### src/rtl/vram_fill.sv
// ============================================================================
// vram_fill : VRAM clear-on-reset and full-frame / rectangle fill engine with
//             a drawing-client write port muxed onto the VRAM write bus.
//             Optional abort input enabled by macro VRAM_FILL_ABORT_EN.
// Revision  : 1.0
// ============================================================================
`default_nettype none

module vram_fill #(
  parameter int WIDTH  = 240,
  parameter int HEIGHT = 320,
  parameter int CW     = 16,
  parameter logic [CW-1:0] CLEAR_COLOR = CW'(16'h0000),
  localparam int L  = WIDTH * HEIGHT,
  localparam int AW = $clog2(L),
  localparam int XW = (WIDTH  > 1) ? $clog2(WIDTH)  : 1,
  localparam int YW = (HEIGHT > 1) ? $clog2(HEIGHT) : 1
) (
  input  logic          clk,
  input  logic          rst,
  input  logic          start,
  input  logic          mode,
  input  logic [XW-1:0] x0,
  input  logic [XW-1:0] x1,
  input  logic [YW-1:0] y0,
  input  logic [YW-1:0] y1,
  input  logic [CW-1:0] color,
`ifdef VRAM_FILL_ABORT_EN
  input  logic          abort,
`endif
  input  logic          usr_wr_ena,
  input  logic [AW-1:0] usr_wr_addr,
  input  logic [CW-1:0] usr_wr_data,
  output logic          vram_wr_ena,
  output logic [AW-1:0] vram_wr_addr,
  output logic [CW-1:0] vram_wr_data,
  output logic          busy,
  output logic          done,
  output logic          draw_ena
);

  typedef enum logic [1:0] {
    S_CLEAR = 2'd0,
    S_IDLE  = 2'd1,
    S_FILL  = 2'd2,
    S_DONE  = 2'd3
  } state_t;

  localparam logic [XW-1:0] C_XMAX = XW'(WIDTH - 1);
  localparam logic [YW-1:0] C_YMAX = YW'(HEIGHT - 1);
  localparam logic [AW-1:0] C_LAST = AW'(L - 1);

  state_t        state_q, state_d;
  logic [AW-1:0] addr_q, addr_d;
  logic [XW-1:0] x_q, x_d, xmin_q, xmin_d, xmax_q, xmax_d;
  logic [YW-1:0] y_q, y_d, ymax_q, ymax_d;
  logic [CW-1:0] color_q, color_d;
  logic          busy_q, done_q, draw_ena_q;

  logic          abort_w;
  logic [XW-1:0] xlo_w, xhi_w, nxmin_w, nxmax_w;
  logic [YW-1:0] ylo_w, yhi_w, nymin_w, nymax_w;
  logic [AW-1:0] base_w;

`ifdef VRAM_FILL_ABORT_EN
  assign abort_w = abort;
`else
  assign abort_w = 1'b0;
`endif

  // Order each corner pair, then clamp both ends into the frame.
  always_comb begin
    xlo_w = (x0 > x1) ? x1 : x0;
    xhi_w = (x0 > x1) ? x0 : x1;
    ylo_w = (y0 > y1) ? y1 : y0;
    yhi_w = (y0 > y1) ? y0 : y1;
    if (mode) begin
      nxmin_w = (xlo_w > C_XMAX) ? C_XMAX : xlo_w;
      nxmax_w = (xhi_w > C_XMAX) ? C_XMAX : xhi_w;
      nymin_w = (ylo_w > C_YMAX) ? C_YMAX : ylo_w;
      nymax_w = (yhi_w > C_YMAX) ? C_YMAX : yhi_w;
    end else begin
      nxmin_w = '0;
      nxmax_w = C_XMAX;
      nymin_w = '0;
      nymax_w = C_YMAX;
    end
    base_w = AW'(32'(nymin_w) * 32'(WIDTH) + 32'(nxmin_w));
  end

  always_comb begin
    state_d = state_q;
    addr_d  = addr_q;
    x_d     = x_q;
    y_d     = y_q;
    xmin_d  = xmin_q;
    xmax_d  = xmax_q;
    ymax_d  = ymax_q;
    color_d = color_q;
    case (state_q)
      S_CLEAR: begin
        if (addr_q == C_LAST) begin
          state_d = S_IDLE;
          addr_d  = '0;
        end else begin
          addr_d = addr_q + AW'(1);
        end
      end
      S_IDLE: begin
        if (start) begin
          state_d = S_FILL;
          xmin_d  = nxmin_w;
          xmax_d  = nxmax_w;
          ymax_d  = nymax_w;
          color_d = color;
          x_d     = nxmin_w;
          y_d     = nymin_w;
          addr_d  = base_w;
        end
      end
      S_FILL: begin
        if (abort_w) begin
          state_d = S_IDLE;
        end else if (x_q == xmax_q) begin
          if (y_q == ymax_q) begin
            state_d = S_DONE;
          end else begin
            // Wrap to the left edge of the next row.
            x_d    = xmin_q;
            y_d    = y_q + YW'(1);
            addr_d = addr_q + AW'(WIDTH) - AW'(xmax_q) + AW'(xmin_q);
          end
        end else begin
          x_d    = x_q + XW'(1);
          addr_d = addr_q + AW'(1);
        end
      end
      default: state_d = S_IDLE;
    endcase
  end

  always_ff @(posedge clk) begin
    if (rst) begin
      state_q    <= S_CLEAR;
      addr_q     <= '0;
      x_q        <= '0;
      y_q        <= '0;
      xmin_q     <= '0;
      xmax_q     <= '0;
      ymax_q     <= '0;
      color_q    <= '0;
      busy_q     <= 1'b1;
      done_q     <= 1'b0;
      draw_ena_q <= 1'b0;
    end else begin
      state_q    <= state_d;
      addr_q     <= addr_d;
      x_q        <= x_d;
      y_q        <= y_d;
      xmin_q     <= xmin_d;
      xmax_q     <= xmax_d;
      ymax_q     <= ymax_d;
      color_q    <= color_d;
      busy_q     <= (state_d == S_CLEAR) || (state_d == S_FILL);
      done_q     <= (state_d == S_DONE);
      draw_ena_q <= (state_d == S_IDLE);
    end
  end

  always_comb begin
    vram_wr_ena  = 1'b0;
    vram_wr_addr = '0;
    vram_wr_data = '0;
    case (state_q)
      S_CLEAR: begin
        vram_wr_ena  = 1'b1;
        vram_wr_addr = addr_q;
        vram_wr_data = CLEAR_COLOR;
      end
      S_FILL: begin
        vram_wr_ena  = ~abort_w;
        vram_wr_addr = addr_q;
        vram_wr_data = color_q;
      end
      S_IDLE: begin
        vram_wr_ena  = usr_wr_ena;
        vram_wr_addr = usr_wr_addr;
        vram_wr_data = usr_wr_data;
      end
      default: vram_wr_ena = 1'b0;
    endcase
  end

  assign busy     = busy_q;
  assign done     = done_q;
  assign draw_ena = draw_ena_q;

endmodule

`default_nettype wire

### config.mk
export PLATFORM = sky130hd
export DESIGN_NAME = vram_fill
export DESIGN_NICKNAME = d
export VERILOG_FILES = /design/src/rtl/vram_fill.sv
export SDC_FILE = /design/constraint.sdc
export NUM_CORES = 1
export LEC_CHECK = 0
export ABC_AREA = 1
export CAP_MARGIN = 40
export CORE_MARGIN = 1
export CORE_UTILIZATION = 47
export DETAILED_ROUTE_END_ITERATION = 7
export HOLD_SLACK_MARGIN = 0.08
export PLACE_DENSITY = 0.81
export SLEW_MARGIN = 40
export SYNTH_ARGS = -nofsm -noshare
export SYNTH_HDL_FRONTEND = slang
export SYNTH_SLANG_ARGS = --single-unit
### constraint.sdc
create_clock -name clk -period 5.7 [get_ports clk]
set_input_delay 1.14 -clock clk [delete_from_list [all_inputs] [get_ports clk]]
set_output_delay 1.14 -clock clk [all_outputs]
set_load 0.01 [all_outputs]
* Yosys cells after proc, flatten, opt, wreduce, memory -nomap -nowiden
Cells that the tools add are included.
** Word-level totals
- Output and inout port bits :: 37
- Bits in registers :: 80
- Word-level logic and storage cells :: 80
** Cells by class
- Reductions and logical operators :: 10
- Muxes and demuxes :: 33
- Order comparisons :: 6
- Add/sub/neg operators :: 7
- Equal/unequal tests :: 12
- Multipliers :: 1
** Operator list (number)
- 9-bit 2-to-1 mux :: 9
- 8-bit 2-to-1 mux :: 9
- 17-bit 2-to-1 mux :: 4
- 17-bit one-hot mux with 3 select lines :: 1
- 17-bit by 8-bit adder with 17-bit output :: 2
- 17-bit one-hot mux with 2 select lines :: 1
- 16-bit one-hot mux with 2 select lines :: 1
- 9-bit greater-than comparator (second input constant) :: 2
- 9-bit one-hot mux with 2 select lines :: 1
- 17-bit by 1-bit adder with 17-bit output (second input constant) :: 1
- 17-bit by 8-bit adder with 17-bit output (second input constant) :: 1
- 17-bit equality test (second input constant) :: 1
- 17-bit by 8-bit subtractor with 17-bit output :: 1
- 8-bit greater-than comparator (second input constant) :: 2
- 8-bit one-hot mux with 2 select lines :: 1
- 9-bit by 4-bit multiplier with 13-bit output (second input constant) :: 1
- 9-bit by 1-bit adder with 9-bit output (second input constant) :: 1
- 9-bit equality test :: 1
- 9-bit greater-than comparator :: 1
- 8-bit by 1-bit adder with 8-bit output (second input constant) :: 1
- 8-bit equality test :: 1
- 8-bit greater-than comparator :: 1
- 2-bit 2-to-1 mux :: 4
- 2-bit equality test (second input constant) :: 3
- 13 further kinds :: 18

* Logic depth before layout (Yosys ltp)
- Word-level depth :: 9
- Gate-level depth with buffers :: 39

* Worst setup path after synthesis
No wires, ideal clock.
- Kind :: input to register
- From :: input port y1[8]
- To :: register addr_q[16]
- Buffers on the path :: 0
- Data arrival time :: 5.450 ns
- Slack :: 0.180 ns
- Library setup time :: 0.070 ns
- Stages :: 35
- Required time :: 5.630 ns
- Path through :: inv_1 > ha_1 > a21oi_1 > o21a_1 > nand3_2 > nand2_2 > nand2_1 > nand2_1 > nand2_1 > nand2_1 > nand2_1 > nand2_1 > nand2_1 > nand2_1 > inv_1 > ha_1 > fa_1 > inv_1 > fa_1 > inv_1 > ha_1 > nand2_1 > nor2_1 > nor2_1 > nor2_1 > nand3_1 > nor2_2 > nand3_2 > nor2_2 > nand3_1 > nand2_1 > nand3_1 > nand2_1 > nand2_1 > a21oi_1
** Between the ends
- Word-level cells in the longest chain between the ends :: 9
** RTL lines
- start: declaration :: line 26 : input logic [YW-1:0] y1,
- 9-bit greater-than comparator :: line 75 : ylo_w = (y0 > y1) ? y1 : y0;
- 9-bit 2-to-1 mux (*) :: line 75
- 9-bit greater-than comparator :: line 80 : nymin_w = (ylo_w > C_YMAX) ? C_YMAX : ylo_w;
- 9-bit 2-to-1 mux (*) :: line 80
- 9-bit 2-to-1 mux (*) :: line 77 : if (mode) begin
- 9-bit by 4-bit multiplier with 13-bit output (*) :: line 88 : base_w = AW'(32'(nymin_w) * 32'(WIDTH) + 32'(nxmin_w));
- 17-bit by 8-bit adder with 17-bit output (*) :: line 88
- 17-bit 2-to-1 mux (*) :: line 110 : if (start) begin
- 17-bit one-hot mux with 3 select lines (*) :: line 100 : case (state_q)
- end signal: assignment :: line 157 : addr_q <= addr_d;
- end: declaration :: line 54 : logic [AW-1:0] addr_q, addr_d;
Every way passes the cells marked *; elsewhere a longest branch is shown, timed or not. The select of a mux whose other input is x is not followed.
A chain may end at the register's enable or synchronous reset.

* Final worst setup path
- From :: input port y0[4]
- To :: register addr_q[8]
** Between the ends
- Word-level cells in the longest chain between the ends :: 9
** RTL lines
- start: declaration :: line 25 : input logic [YW-1:0] y0,
- 9-bit greater-than comparator :: line 75
- 9-bit 2-to-1 mux (*) :: line 75
- 9-bit greater-than comparator :: line 80
- 9-bit 2-to-1 mux (*) :: line 80
- 9-bit 2-to-1 mux (*) :: line 77
- 9-bit by 4-bit multiplier with 13-bit output (*) :: line 88
- 17-bit by 8-bit adder with 17-bit output (*) :: line 88
- 17-bit 2-to-1 mux (*) :: line 110
- 17-bit one-hot mux with 3 select lines (*) :: line 100
Marks and branches as above.

==> impl_metrics.env <==
export IMPL_p_leak_nw=5.52
export IMPL_instances_no_fill=1844
export IMPL_core_area_um2=18000
export IMPL_timing_final_crit_share=0.976
export IMPL_area_delta_synth_final_pct=35.0
export IMPL_vias=10016
export IMPL_drv_slew=0
export IMPL_drt_antenna_violating_nets=0
export IMPL_rsz0062_at_grt="true"
export IMPL_holdBufCountCts=0
export IMPL_fmax_mhz=180
export IMPL_grt_pass1_vias=9159
export IMPL_yosys_top_cells_area="dfxtp_1 (18%), nand2_1 (15%), ha_1 (13%)"
export IMPL_cp_arrival_ns=5.85
export IMPL_grt_usage=0.280
export IMPL_drt_wl_total_mm=27.1
export IMPL_setup_viol=0
export IMPL_hold_ws_ns=0.484
export IMPL_synth_top_area_cell="dfxtp_1"
export IMPL_cp_start_kind="input port"
export IMPL_critPathMaxFanout=7
export IMPL_cap_violations=0
export IMPL_crit_path_end_kind="register"
export IMPL_critical_path_buf_inv_count=11
export IMPL_drive_above_1_share=0.180
export IMPL_cts_tree="yes"
export IMPL_synth_area_um2=8680
export IMPL_clk_latency_ns=0.35
export IMPL_synth_avg_cell_area_um2=6.29
export IMPL_path_common_cell="buf_4"
export IMPL_dieHeight_um=138
export IMPL_slowest_stage="fa_1"
export IMPL_grt_overflow=0
export IMPL_register_area_um2=1600
export IMPL_cts_buffers_inserted=9
export IMPL_skew_ns=0.00444
export IMPL_htreeDepth=3
export IMPL_tns_ns=0
export IMPL_ir_drop_v=0.000409
export IMPL_async_flop_share=0
export IMPL_critical_path_top_delay_family="adder cells"
export IMPL_hold_violations=0
export IMPL_placed_cells=1779
export IMPL_root_buffer="clkbuf_16"
export IMPL_antenna_found_initial=0
export IMPL_portBuffers=124
export IMPL_clkSinkCount=80
export IMPL_maxSlewHeadroom=0.498
export IMPL_yosys_area_top_type_share=0.184
export IMPL_min_delay_start="color_q[12]"
export IMPL_clock_path_buffers=2
export IMPL_fill_cells=1583
export IMPL_power_density_nw_per_um2=510
export IMPL_critPathMaxStageDelay_ns=0.52
export IMPL_synth_edf_count=0
export IMPL_total_power_mw=5.98
export IMPL_multi_input_area_um2=6470
export IMPL_detailed_place_hpwl_mm=19.5
export IMPL_synth_most_common_cell="nand2_1"
export IMPL_critical_path_class="input port to register"
export IMPL_first_pass_iters=8
export IMPL_crit_start="y0[4]"
export IMPL_synth_warnings=0
export IMPL_synth_distinct_cells=55
export IMPL_utilization=0.650
export IMPL_synthTopCellsByCount="nand2_1 (341), inv_1 (189), a21oi_1 (138)"
export IMPL_outcome="completed"
export IMPL_synth_fp_nets=1579
export IMPL_ys_seq_elements=80
export IMPL_drc_errors=0
export IMPL_viasPerCell=5.43
export IMPL_ys_flop_type="dfxtp_1"
export IMPL_grt_pass1_wl_mm=42.5
export IMPL_nNetsFinal=1808
export IMPL_period_minus_slack_ns=5.57
export IMPL_tightest_slew_ns=0.752
export IMPL_diodes=0
export IMPL_fp_dieW_um=138
export IMPL_wl_per_cell_um=14.7
export IMPL_drtIter0Drc=811
export IMPL_yosysSeqAreaShare=0.184
export IMPL_path_clk_slew_ns=0.07
export IMPL_r2r_start="addr_q[1]"
export IMPL_std_cell_rows=49
export IMPL_grt_max_degree=41
export IMPL_start_util=0.482
export IMPL_io_pins=125
export IMPL_synth_cells=1381
export IMPL_crit_required_ns=5.98
export IMPL_die_area_um2=19000
export IMPL_gp_congestion=0.930
export IMPL_worstHoldPathType="register to register"
## placed cells by master, fill, tap and decap left out, types with 10 or more instances in the layout
master / count
inv_1: 173
nor2_2: 12
nor2_1: 125
inv_2: 26
nand3_1: 67
o21ai_1: 25
fa_1: 20
xor2_1: 23
dfxtp_1: 80
nand2_2: 22
nand4_1: 19
a31oi_1: 10
xnor2_1: 10
clkdlybuf4s50_1: 105
ha_1: 72
ha_4: 15
a21oi_1: 131
nand2_1: 319
buf_4: 140
o21ai_0: 76
## layout make-up
| type | instances | share of cell area |
|---|---|---|
| clock buffers | 9 | 0.0192 |
| clock inverters | 7 | 0.00672 |
| repair buffers | 265 | 0.193 |
| well taps | 229 | 0.0244 |
| flip-flops and latches | 80 | 0.137 |
| inverters | 207 | 0.0680 |
| multi-input cells | 1047 | 0.552 |
## path summary, 6_finish.rpt
kind / slack (ns) / depth (start not counted) / endpoint
min: 0.48 / 2 / color_q[12]
max reg2reg: 2.19 / 19 / addr_q[11]
max: 0.13 / 32 / addr_q[8]
min reg2reg: 0.48 / 2 / color_q[12]
## worst min-delay path, cell delays in order (launching register included)
cell and delay, ns:
dfxtp_1 0.33, nor2_1 0.05, nor2_1 0.08
## sequential cells by signal, summed over array words and instances (netlist names)
signal	cells
addr_q	17
color_q	16
y_q	9
ymax_q	9
x_q	8
xmax_q	8
xmin_q	8
state_q	2
busy	1
done	1
draw_ena	1
## through the flow
| stage | setup slack (ns) | area, um2 |
|---|---|---|
| final | 0.134 | 11700 |
| after global routing | -0.106 | 11700 |
| after CTS | 0.0326 | 11400 |
| after detailed placement | -0.619 | 10700 |
| after global placement | -0.437 | 10700 |
| after floorplan | 0.180 | 8680 |
## cell families (layout without fill, tap and decap cells)
logic type               Yosys count  count (layout)  share of synthesized area
AND/OR/NAND/NOR                  605             605                      0.299
buffers and inverters            254             488                      0.118
adder cells (fa/ha/maj)          110             110                      0.177
flip-flops                        80              80                      0.184
AO/OA/AOI/OAI                    298             298                      0.188
XOR/XNOR                          34              34                     0.0343
## layer usage
metal,track usage,share of wire,vias up
met4,0.0972,0.027,0
met1,0.356,0.42,4607
met2,0.482,0.50,401
met5,0,0,-
li1,-,-,4936
met3,0.0395,0.062,72
## repair_timing
item / CTS / global route
gates resized for setup: 55 / 75
buffers inserted: 41 / 8
hold endpoints to repair: 0 / 0
setup endpoints to repair: 8 / 9
pin swaps: 29 / 32
cloned: 0 / 0
## power by group
part	leakage (nW)	switching [mW]	total, mW	internal, mW
sequential	0.647	0.188	0.885	0.697
clock	0.144	0.262	0.606	0.344
combinational	4.73	2.70	4.49	1.79
Note: power is estimated with default switching activity, not from simulation.
